[src/rtl/rx_serial.sv]
// rx_serial: serial receiver. It reassembles start / DATA_W data bits (LSB first) / stop frames into words.
// Define RX_PARITY_EN to expect an even-parity bit before the stop bit and to drive parity_err_o.
module rx_serial #(
    parameter int DATA_W = 8,
    parameter int DVSR_W = 16
) (
    input  logic              clk_i,
    input  logic              rst_i,
    input  logic              data_i,
    input  logic [DVSR_W-1:0] dvsr_i,
    output logic [DATA_W-1:0] data_o,
    output logic              valid_o,
    output logic              frame_err_o,
    output logic              parity_err_o,
    output logic              busy_o
);

    localparam int BIT_W = (DATA_W > 1) ? $clog2(DATA_W) : 1;
    localparam logic [BIT_W-1:0] LAST_BIT = BIT_W'(DATA_W - 1);

    typedef enum logic [2:0] {
        IDLE,
        START,
        DATA,
`ifdef RX_PARITY_EN
        PARITY,
`endif
        STOP,
        RECOVER
    } state_t;

    state_t            state, state_nxt;
    logic              sync_a, sync_b;
    logic              line;
    logic [DVSR_W-1:0] tick, tick_nxt;
    logic [DVSR_W-1:0] dvsr_lat, dvsr_nxt;
    logic [DVSR_W-1:0] half;
    logic [BIT_W-1:0]  bit_cnt, bit_nxt;
    logic [DATA_W-1:0] shift, shift_nxt;
    logic [DATA_W-1:0] data_nxt;
    logic              valid_nxt;
    logic              ferr_nxt;
`ifdef RX_PARITY_EN
    logic              par_bit, par_nxt;
    logic              perr, perr_nxt;
`endif

    assign line   = sync_b;
    assign busy_o = (state != IDLE);

    // (dvsr+1)>>1 rewritten so it cannot overflow when dvsr is all ones
    assign half = {1'b0, dvsr_lat[DVSR_W-1:1]} + DVSR_W'(dvsr_lat[0]);

`ifdef RX_PARITY_EN
    assign parity_err_o = perr;
`else
    assign parity_err_o = 1'b0;
`endif

    always_comb begin
        state_nxt = state;
        tick_nxt  = tick;
        dvsr_nxt  = dvsr_lat;
        bit_nxt   = bit_cnt;
        shift_nxt = shift;
        data_nxt  = data_o;
        valid_nxt = 1'b0;
        ferr_nxt  = 1'b0;
`ifdef RX_PARITY_EN
        par_nxt   = par_bit;
        perr_nxt  = 1'b0;
`endif
        case (state)
            IDLE: begin
                if (!line) begin
                    state_nxt = START;
                    dvsr_nxt  = dvsr_i;
                    tick_nxt  = '0;
                    bit_nxt   = '0;
                end
            end
            START: begin
                if (tick == half) begin
                    tick_nxt  = '0;
                    state_nxt = line ? IDLE : DATA;
                end else begin
                    tick_nxt = tick + DVSR_W'(1);
                end
            end
            DATA: begin
                if (tick == dvsr_lat) begin
                    tick_nxt  = '0;
                    shift_nxt = DATA_W'({line, shift} >> 1);
                    if (bit_cnt == LAST_BIT) begin
                        bit_nxt = '0;
`ifdef RX_PARITY_EN
                        state_nxt = PARITY;
`else
                        state_nxt = STOP;
`endif
                    end else begin
                        bit_nxt = bit_cnt + BIT_W'(1);
                    end
                end else begin
                    tick_nxt = tick + DVSR_W'(1);
                end
            end
`ifdef RX_PARITY_EN
            PARITY: begin
                if (tick == dvsr_lat) begin
                    tick_nxt  = '0;
                    par_nxt   = line;
                    state_nxt = STOP;
                end else begin
                    tick_nxt = tick + DVSR_W'(1);
                end
            end
`endif
            STOP: begin
                if (tick == dvsr_lat) begin
                    tick_nxt = '0;
                    data_nxt = shift;
                    if (line) begin
                        valid_nxt = 1'b1;
`ifdef RX_PARITY_EN
                        perr_nxt  = par_bit ^ (^shift);
`endif
                        state_nxt = IDLE;
                    end else begin
                        // a low stop bit may be a break; wait for the line to go idle first
                        ferr_nxt  = 1'b1;
                        state_nxt = RECOVER;
                    end
                end else begin
                    tick_nxt = tick + DVSR_W'(1);
                end
            end
            RECOVER: begin
                if (line) begin
                    state_nxt = IDLE;
                end
            end
            default: state_nxt = IDLE;
        endcase
    end

    always_ff @(posedge clk_i or negedge rst_i) begin
        if (!rst_i) begin
            sync_a      <= 1'b1;
            sync_b      <= 1'b1;
            state       <= IDLE;
            tick        <= '0;
            dvsr_lat    <= '0;
            bit_cnt     <= '0;
            shift       <= '0;
            data_o      <= '0;
            valid_o     <= 1'b0;
            frame_err_o <= 1'b0;
`ifdef RX_PARITY_EN
            par_bit     <= 1'b0;
            perr        <= 1'b0;
`endif
        end else begin
            sync_a      <= data_i;
            sync_b      <= sync_a;
            state       <= state_nxt;
            tick        <= tick_nxt;
            dvsr_lat    <= dvsr_nxt;
            bit_cnt     <= bit_nxt;
            shift       <= shift_nxt;
            data_o      <= data_nxt;
            valid_o     <= valid_nxt;
            frame_err_o <= ferr_nxt;
`ifdef RX_PARITY_EN
            par_bit     <= par_nxt;
            perr        <= perr_nxt;
`endif
        end
    end

endmodule

[config.mk]
export PLATFORM = sky130hd
export DESIGN_NAME = rx_serial
export DESIGN_NICKNAME = d
export VERILOG_FILES = /design/src/rtl/rx_serial.sv
export SDC_FILE = /design/constraint.sdc
export NUM_CORES = 1
export LEC_CHECK = 0
export CORE_UTILIZATION = 55
export CTS_CLUSTER_DIAMETER = 80
export CTS_CLUSTER_SIZE = 30
export DETAILED_ROUTE_END_ITERATION = 8
export PLACE_DENSITY_LB_ADDON = 0.25
export RECOVER_POWER = 100
export SYNTH_ARGS = -nofsm -noshare
export SYNTH_HDL_FRONTEND = slang
export SYNTH_SLANG_ARGS = --single-unit
export TNS_END_PERCENT = 30
[constraint.sdc]
create_clock -name clk_i -period 6 [get_ports clk_i]
set_input_delay 1.8 -clock clk_i [delete_from_list [all_inputs] [get_ports clk_i]]
set_output_delay 1.8 -clock clk_i [all_outputs]
set_load 0.03 [all_outputs]
======== Word level (Yosys, flattened, before mapping) ========
Cells that the tools add are included.
Widths: inputs -> output; s select.
word-level totals
  word-level logic and storage cells ...... 61
  flip-flop bits (word level) ............. 58
  bits of input ports ..................... 19
cells by class
  add/subtract/negate cells ............... 3
  bitwise gates (word level) .............. 1
  reduce and logical (&&, ||, !) cells .... 11
  multiplexer cells ....................... 23
  equal/unequal tests ..................... 13
operators by type and width
  kind                   number
  $mux 16                3
  $pmux 16 s3            1
  $eq 16x16->1           2
  $mux 3                 10
  $add 15x1->16          1
  $add 16x1->16 const B  1
  $pmux 3 s5             1
  $ne 2x2->1 const B     6
  $reduce_and 2->1       4
  $eq 3x2->1 const B     2
  $eq 3x3->1 const B     2
  $mux 1                 6
  $pmux 3 s2             1
  $reduce_and 6->1       1
  $reduce_bool 3->1      2
  $add 3x1->3 const B    1
  $eq 3x1->1 const B     1
  $logic_not 3->1        1
  $reduce_and 3->1       1
  $mux 2                 1
  $reduce_bool 2->1      1
  $reduce_or 2->1        1
  $not 1->1              1

======== Depth between registers and ports, before layout ========
  depth after elaboration ................. 4
  gate-level depth with buffers ........... 11

======== Worst setup path after synthesis ========
No wires, ideal clock.
  path kind ............................... flip-flop to output port
  start ................................... register state[1]
  end ..................................... output port busy_o
  setup slack ............................. 3.200 ns
  data required time ...................... 4.200 ns
  cell stages (with the launch flop) ...... 3
  arrival time ............................ 1.000 ns
  path through ............................ dfrtp_1 -> clkbuf_1 -> or3_1
between the ends
  longest elaborated chain between the ends .. 1
ends and longest elaborated chain
  item                    RTL line  source
  start, declared         32        state_t state, state_nxt;
  start signal, assigned  166       state <= state_nxt;
  $reduce_bool 3->1       49        assign busy_o = (state != IDLE);
  end, declared           15        output logic busy_o
No other way between the ends.

======== Worst setup path after layout ========
  start ................................... register dvsr_lat[1]
  end ..................................... register tick[6]
between the ends
  longest elaborated chain between the ends .. 4
ends and longest elaborated chain
  item                    RTL line  source
  start, declared         36        logic [DVSR_W-1:0] dvsr_lat, dvsr_nxt;
  start signal, assigned  168       dvsr_lat <= dvsr_nxt;
  $add 15x1->16           52        assign half = {1'b0, dvsr_lat[DVSR_W-1:1]} + DVSR_W'(dvsr_lat[0]);
  $eq 16x16->1            83        if (tick == half) begin
  $mux 16                 83
  $pmux 16 s3 (*)         73        case (state)
  end signal, assigned    167       tick <= tick_nxt;
  end, declared           35        logic [DVSR_W-1:0] tick, tick_nxt;
Mark *: on every way between the ends. The rest lies on a longest branch, timed or not.
A chain may end at the register's enable or synchronous reset.

==> results.txt <==
----------------------------------------------------
[Yosys]
  FFs w/ async S/R, synth ... 100%
  Sequential area share after synthesis ... between 40% and 50%
  Syn avg cell area ... around 9.5 µm²
  Number of distinct library cells after synthesis ... 50
  Count of flip-flops with a built-in enable after synthesis ... 0
  Dominant synthesized flop cell ... sky130_fd_sc_hd__dfrtp_1
  Area of the mapped netlist ... ~3500 µm²
  Gate count of the mapped netlist ... roughly 370
  Flip-flop and latch count after synthesis ... 58
  Count of yosys warnings during synthesis ... 0
  Post-Synthesis Net Count ... 389

[Floorplan]
  Std-Cell Rows ... 28
  Die Y ... 81.5 µm
  Area enclosed by the die boundary ... between 6000 and 7000 µm²
  Effective utilization at floorplan ... between 50% and 60%
  Die width ... ~82 µm
  Core area ... ~6000 µm²
  IO Count ... 31

[Layout]
  Fraction of final layout cells sized beyond drive strength 1 ... between 10% and 20%
  Final design area excluding fillers ... about 4000 µm²
  Antenna diode count ... 0
  Layout Cells excl Fill ... ~450
  Layout Area Growth over Synthesis ... 13.1%
  Number of filler instances in the final layout ... a little under 500
  Final net count ... a little under 400

[Worst setup path]
  Required time at the worst-slack endpoint ... slightly above 6 ns
  Type of element launching the critical path ... flip-flop
  Worst R2R End ... tick[6]
  Reg-to-reg setup timing slack ... between 2 and 2.5 ns
  Cell mode on critical path ... sky130_fd_sc_hd__ha_1
  Cell-by-cell trace of the critical path ... ha_1, ha_1, nand3_1, or4_1, xnor2_1, mux2i_1, o22a_1, or3_1, a21oi_1, o311ai_0
  CP max stage delay ... 0.92 ns
  Worst-path fanout max ... 14
  Path type of the worst setup path ... reg2reg
  Kind of end point of the critical path ... flip-flop
  Slowest-stage cell, CP ... sky130_fd_sc_hd__a21oi_1
  Worst reg-to-reg path cell count ... 10
  RR Startpoint ... dvsr_lat[1]
  Arrival time at the worst endpoint ... 4.13 ns

[STA]
  Period utilization ... between 60% and 70%
  Slew headroom ... between 20% and 30%
  Final number of max-transition violations ... 0
  Worst-case clock skew ... roughly 0.0073 ns
  Worst-margin pin slew ... 1.11 ns
  Finish-stage setup viols ... 0
  Unrepaired setup endpoints after global routing ... false
  TNS Setup ... 0 ns
  Hold violation count in the final report ... 0
  Peak Freq ... roughly 250 MHz
  Minimum clock period ... ~4.0 ns

[Routing]
  Detailed-route wire length ... between 6000 and 7000 µm
  Number of iterations in the first detailed-routing pass ... 4
  WL/cell ... between 15 and 20 µm
  Routed via count ... between 2k and 3k
  Remaining design rule violation count ... 0
  Iteration-0 DRC Markers ... 270
  Count of antenna-violating nets left after detailed routing ... 0
  Via density ... a little over 6

[Clock network]
  Clock transition at path regs ... around 0.070 ns
  Number of H-tree levels ... 3
  Root buffer selected by CTS ... sky130_fd_sc_hd__clkbuf_8
  Number of clock sinks seen by CTS ... 58
  Number of cells upsized or downsized after cts ... 0
  TritonCTS clock tree ... yes
  Insertion delay to the later sink of the worst-skew pair ... ~0.34 ns
  Hold buffers post-CTS ... 0
  Number of setup buffers added after CTS ... 0
  CTS Buffer Depth ... 2
  Number of buffers created by CTS ... 9

[Run status]
  Result of the run ... finished, final reports clean

[Global route]
  Number of antenna violations at the first check in global routing ... 0
  First-pass GRT wire length ... ~12000 µm
  Remaining global-route overflow ... 0
  Via count of the first global-routing pass ... roughly 2.6k
  Overall routing resource usage ... around a quarter
  Maximum number of pins on one net before global-route repair ... just under 60

[Hold path]
  Hold worst-path end ... line
  Worst hold path depth ... 0
  Hold path startpoint ... sync_a
  Classification of the worst-slack hold path ... reg2reg

[Placement]
  Quantity of I/O buffers inserted on ports ... 29
  Cells after DPL ... approximately 440
  Total placed instance area ... between 3000 and 4000 µm²
  Placer's final routability congestion estimate ... a little under 0.9
  DPL Wire Length ... about 4900 µm

[Pwr]
  VDD IR-drop max ... 0.000185 V
  Cell area power density ... roughly 260 nW/µm²
  Pleak ... 1.62 nW

[Job]
  Number of maximum-capacitance constraint violations ... 0

----------------------------------------------------
per-layer routing:
layer	vias to the layer above	part of all wire (%)	GRT usage, %	wire length (µm)
met5	-	0	0	0
met4	0	1.3	9.46	92
met3	10	4.6	3.67	319
met2	83	47	36.4	3300
met1	1324	47	32.6	3250
li1	1330	-	-	-
sequential cells by signal, summed over array words and instances, names as in the netlist:
name and flops:
bit_cnt 3, data_o 8, dvsr_lat 16, frame_err_o 1, line 1, shift 8
state 3, sync_a 1, tick 16, valid_o 1
cell type report:
cell class,count,area [µm²],share of cell area [%]
Tap cell,75,93.8,2.39
Sequential cell,58,1450,37.0
Inverter,7,26.3,0.668
Clock buffer,9,124,3.15
Timing Repair Buffer,31,300,7.64
Multi-Input combinational cell,266,1830,46.6
Clock inverter,7,103,2.61
where the power goes:
group,internal [W],leakage (nW),switching (W)
registers,0.000418,0.752,0.0000641
logic,0.0000809,0.756,0.0000596
clock network,0.000237,0.110,0.000173
total,0.000736,1.62,0.000296
critical path: cells and delay by family, from the launching register on:
kind / cells / cell delay (ns)
AOI/OAI and AO/OA: 3 / 1.36
muxes: 1 / 0.09
DFF: 1 / 0.39
and+or+nand+nor: 3 / 1.26
xor gates and xnor gates: 1 / 0.19
adders and majority gates: 2 / 0.48
logic make-up (layout without fill, tap and decap cells):
family / after synthesis / count (layout) / share of synthesized area, %
AOI/OAI and AO/OA: 58 / 58 / 11.4
xor gates and xnor gates: 33 / 33 / 8.31
adders and majority gates: 5 / 5 / 1.80
buffers and inverters: 41 / 54 / 4.93
DFF: 58 / 58 / 41.8
muxes: 36 / 36 / 11.4
other: 1 / 1 / 0.108
and+or+nand+nor: 133 / 133 / 20.2
worst max path at each step:
stage | depth (start not counted) | from | slack, ns | end
finish | 10 | dvsr_lat[1] | 2.03 | tick[6]
global route | 10 | dvsr_lat[1] | 1.76 | tick[6]
CTS | 2 | state[2] | 2.27 | busy_o
detailed placement | 2 | state[2] | 2.66 | busy_o
global placement | 2 | state[2] | 2.67 | busy_o
floorplan | 2 | state[1] | 3.20 | busy_o
cells in the mapped netlist (4+ instances only):
cell type | count | area [µm²]
sky130_fd_sc_hd__a21oi_1 | 8 | 40.0
sky130_fd_sc_hd__and3_1 | 6 | 37.5
sky130_fd_sc_hd__buf_2 | 8 | 40.0
sky130_fd_sc_hd__clkbuf_1 | 22 | 82.6
sky130_fd_sc_hd__dfrtp_1 | 56 | 1400
sky130_fd_sc_hd__ha_1 | 5 | 62.6
sky130_fd_sc_hd__inv_1 | 7 | 26.3
sky130_fd_sc_hd__mux2_2 | 30 | 338
sky130_fd_sc_hd__mux2i_1 | 6 | 60.1
sky130_fd_sc_hd__nand2_1 | 36 | 135
sky130_fd_sc_hd__nand2b_1 | 11 | 68.8
sky130_fd_sc_hd__nand3_1 | 14 | 70.1
sky130_fd_sc_hd__nand3b_1 | 4 | 30.0
sky130_fd_sc_hd__nand4_1 | 16 | 100
sky130_fd_sc_hd__nor2_1 | 20 | 75.1
sky130_fd_sc_hd__nor3_1 | 8 | 40.0
sky130_fd_sc_hd__nor4_1 | 4 | 25.0
sky130_fd_sc_hd__o21ai_0 | 19 | 95.1
sky130_fd_sc_hd__o221ai_1 | 7 | 61.3
sky130_fd_sc_hd__o311ai_1 | 6 | 52.6
sky130_fd_sc_hd__xnor2_1 | 28 | 245
sky130_fd_sc_hd__xor2_1 | 5 | 43.8
per-stage QoR:
stage               hold WS [ns]  worst slack, ns  util [%]  power (W)
global placement           0.348             2.67      61.8   0.000626
finish                     0.358             2.03      65.3    0.00103
floorplan                  0.345             3.20         -   0.000592
CTS                        0.359             2.27      65.6    0.00104
global route               0.369             1.76      65.3    0.00107
detailed placement         0.348             2.66      61.8   0.000632
placed cells by master, fill, tap and decap left out, drive strengths merged, types with 2 or more instances in the layout:
cell type | Yosys | final
inv | 7 | 8
o31ai | 3 | 3
nand4 | 16 | 16
xor2 | 5 | 5
nand4b | 2 | 2
nand2b | 11 | 11
clkbuf | 22 | 9
dlygate4sd3 | 0 | 28
dfstp | 2 | 2
nor4 | 4 | 4
dfrtp | 56 | 56
nand3 | 15 | 15
o21ai | 21 | 21
clkinv | 0 | 3
nor2 | 20 | 20
a21oi | 9 | 9
mux2 | 30 | 30
o311ai | 6 | 6
a2bb2oi | 2 | 2
nand3b | 4 | 4
mux2i | 6 | 6
and3 | 6 | 6
ha | 5 | 5
nor3 | 8 | 8
or3 | 4 | 4
a2111oi | 2 | 2
o221ai | 7 | 7
nand2 | 36 | 36
xnor2 | 28 | 28
bufinv | 0 | 2
buf | 12 | 3
No activity file was read; power rests on OpenSTA's default activity.
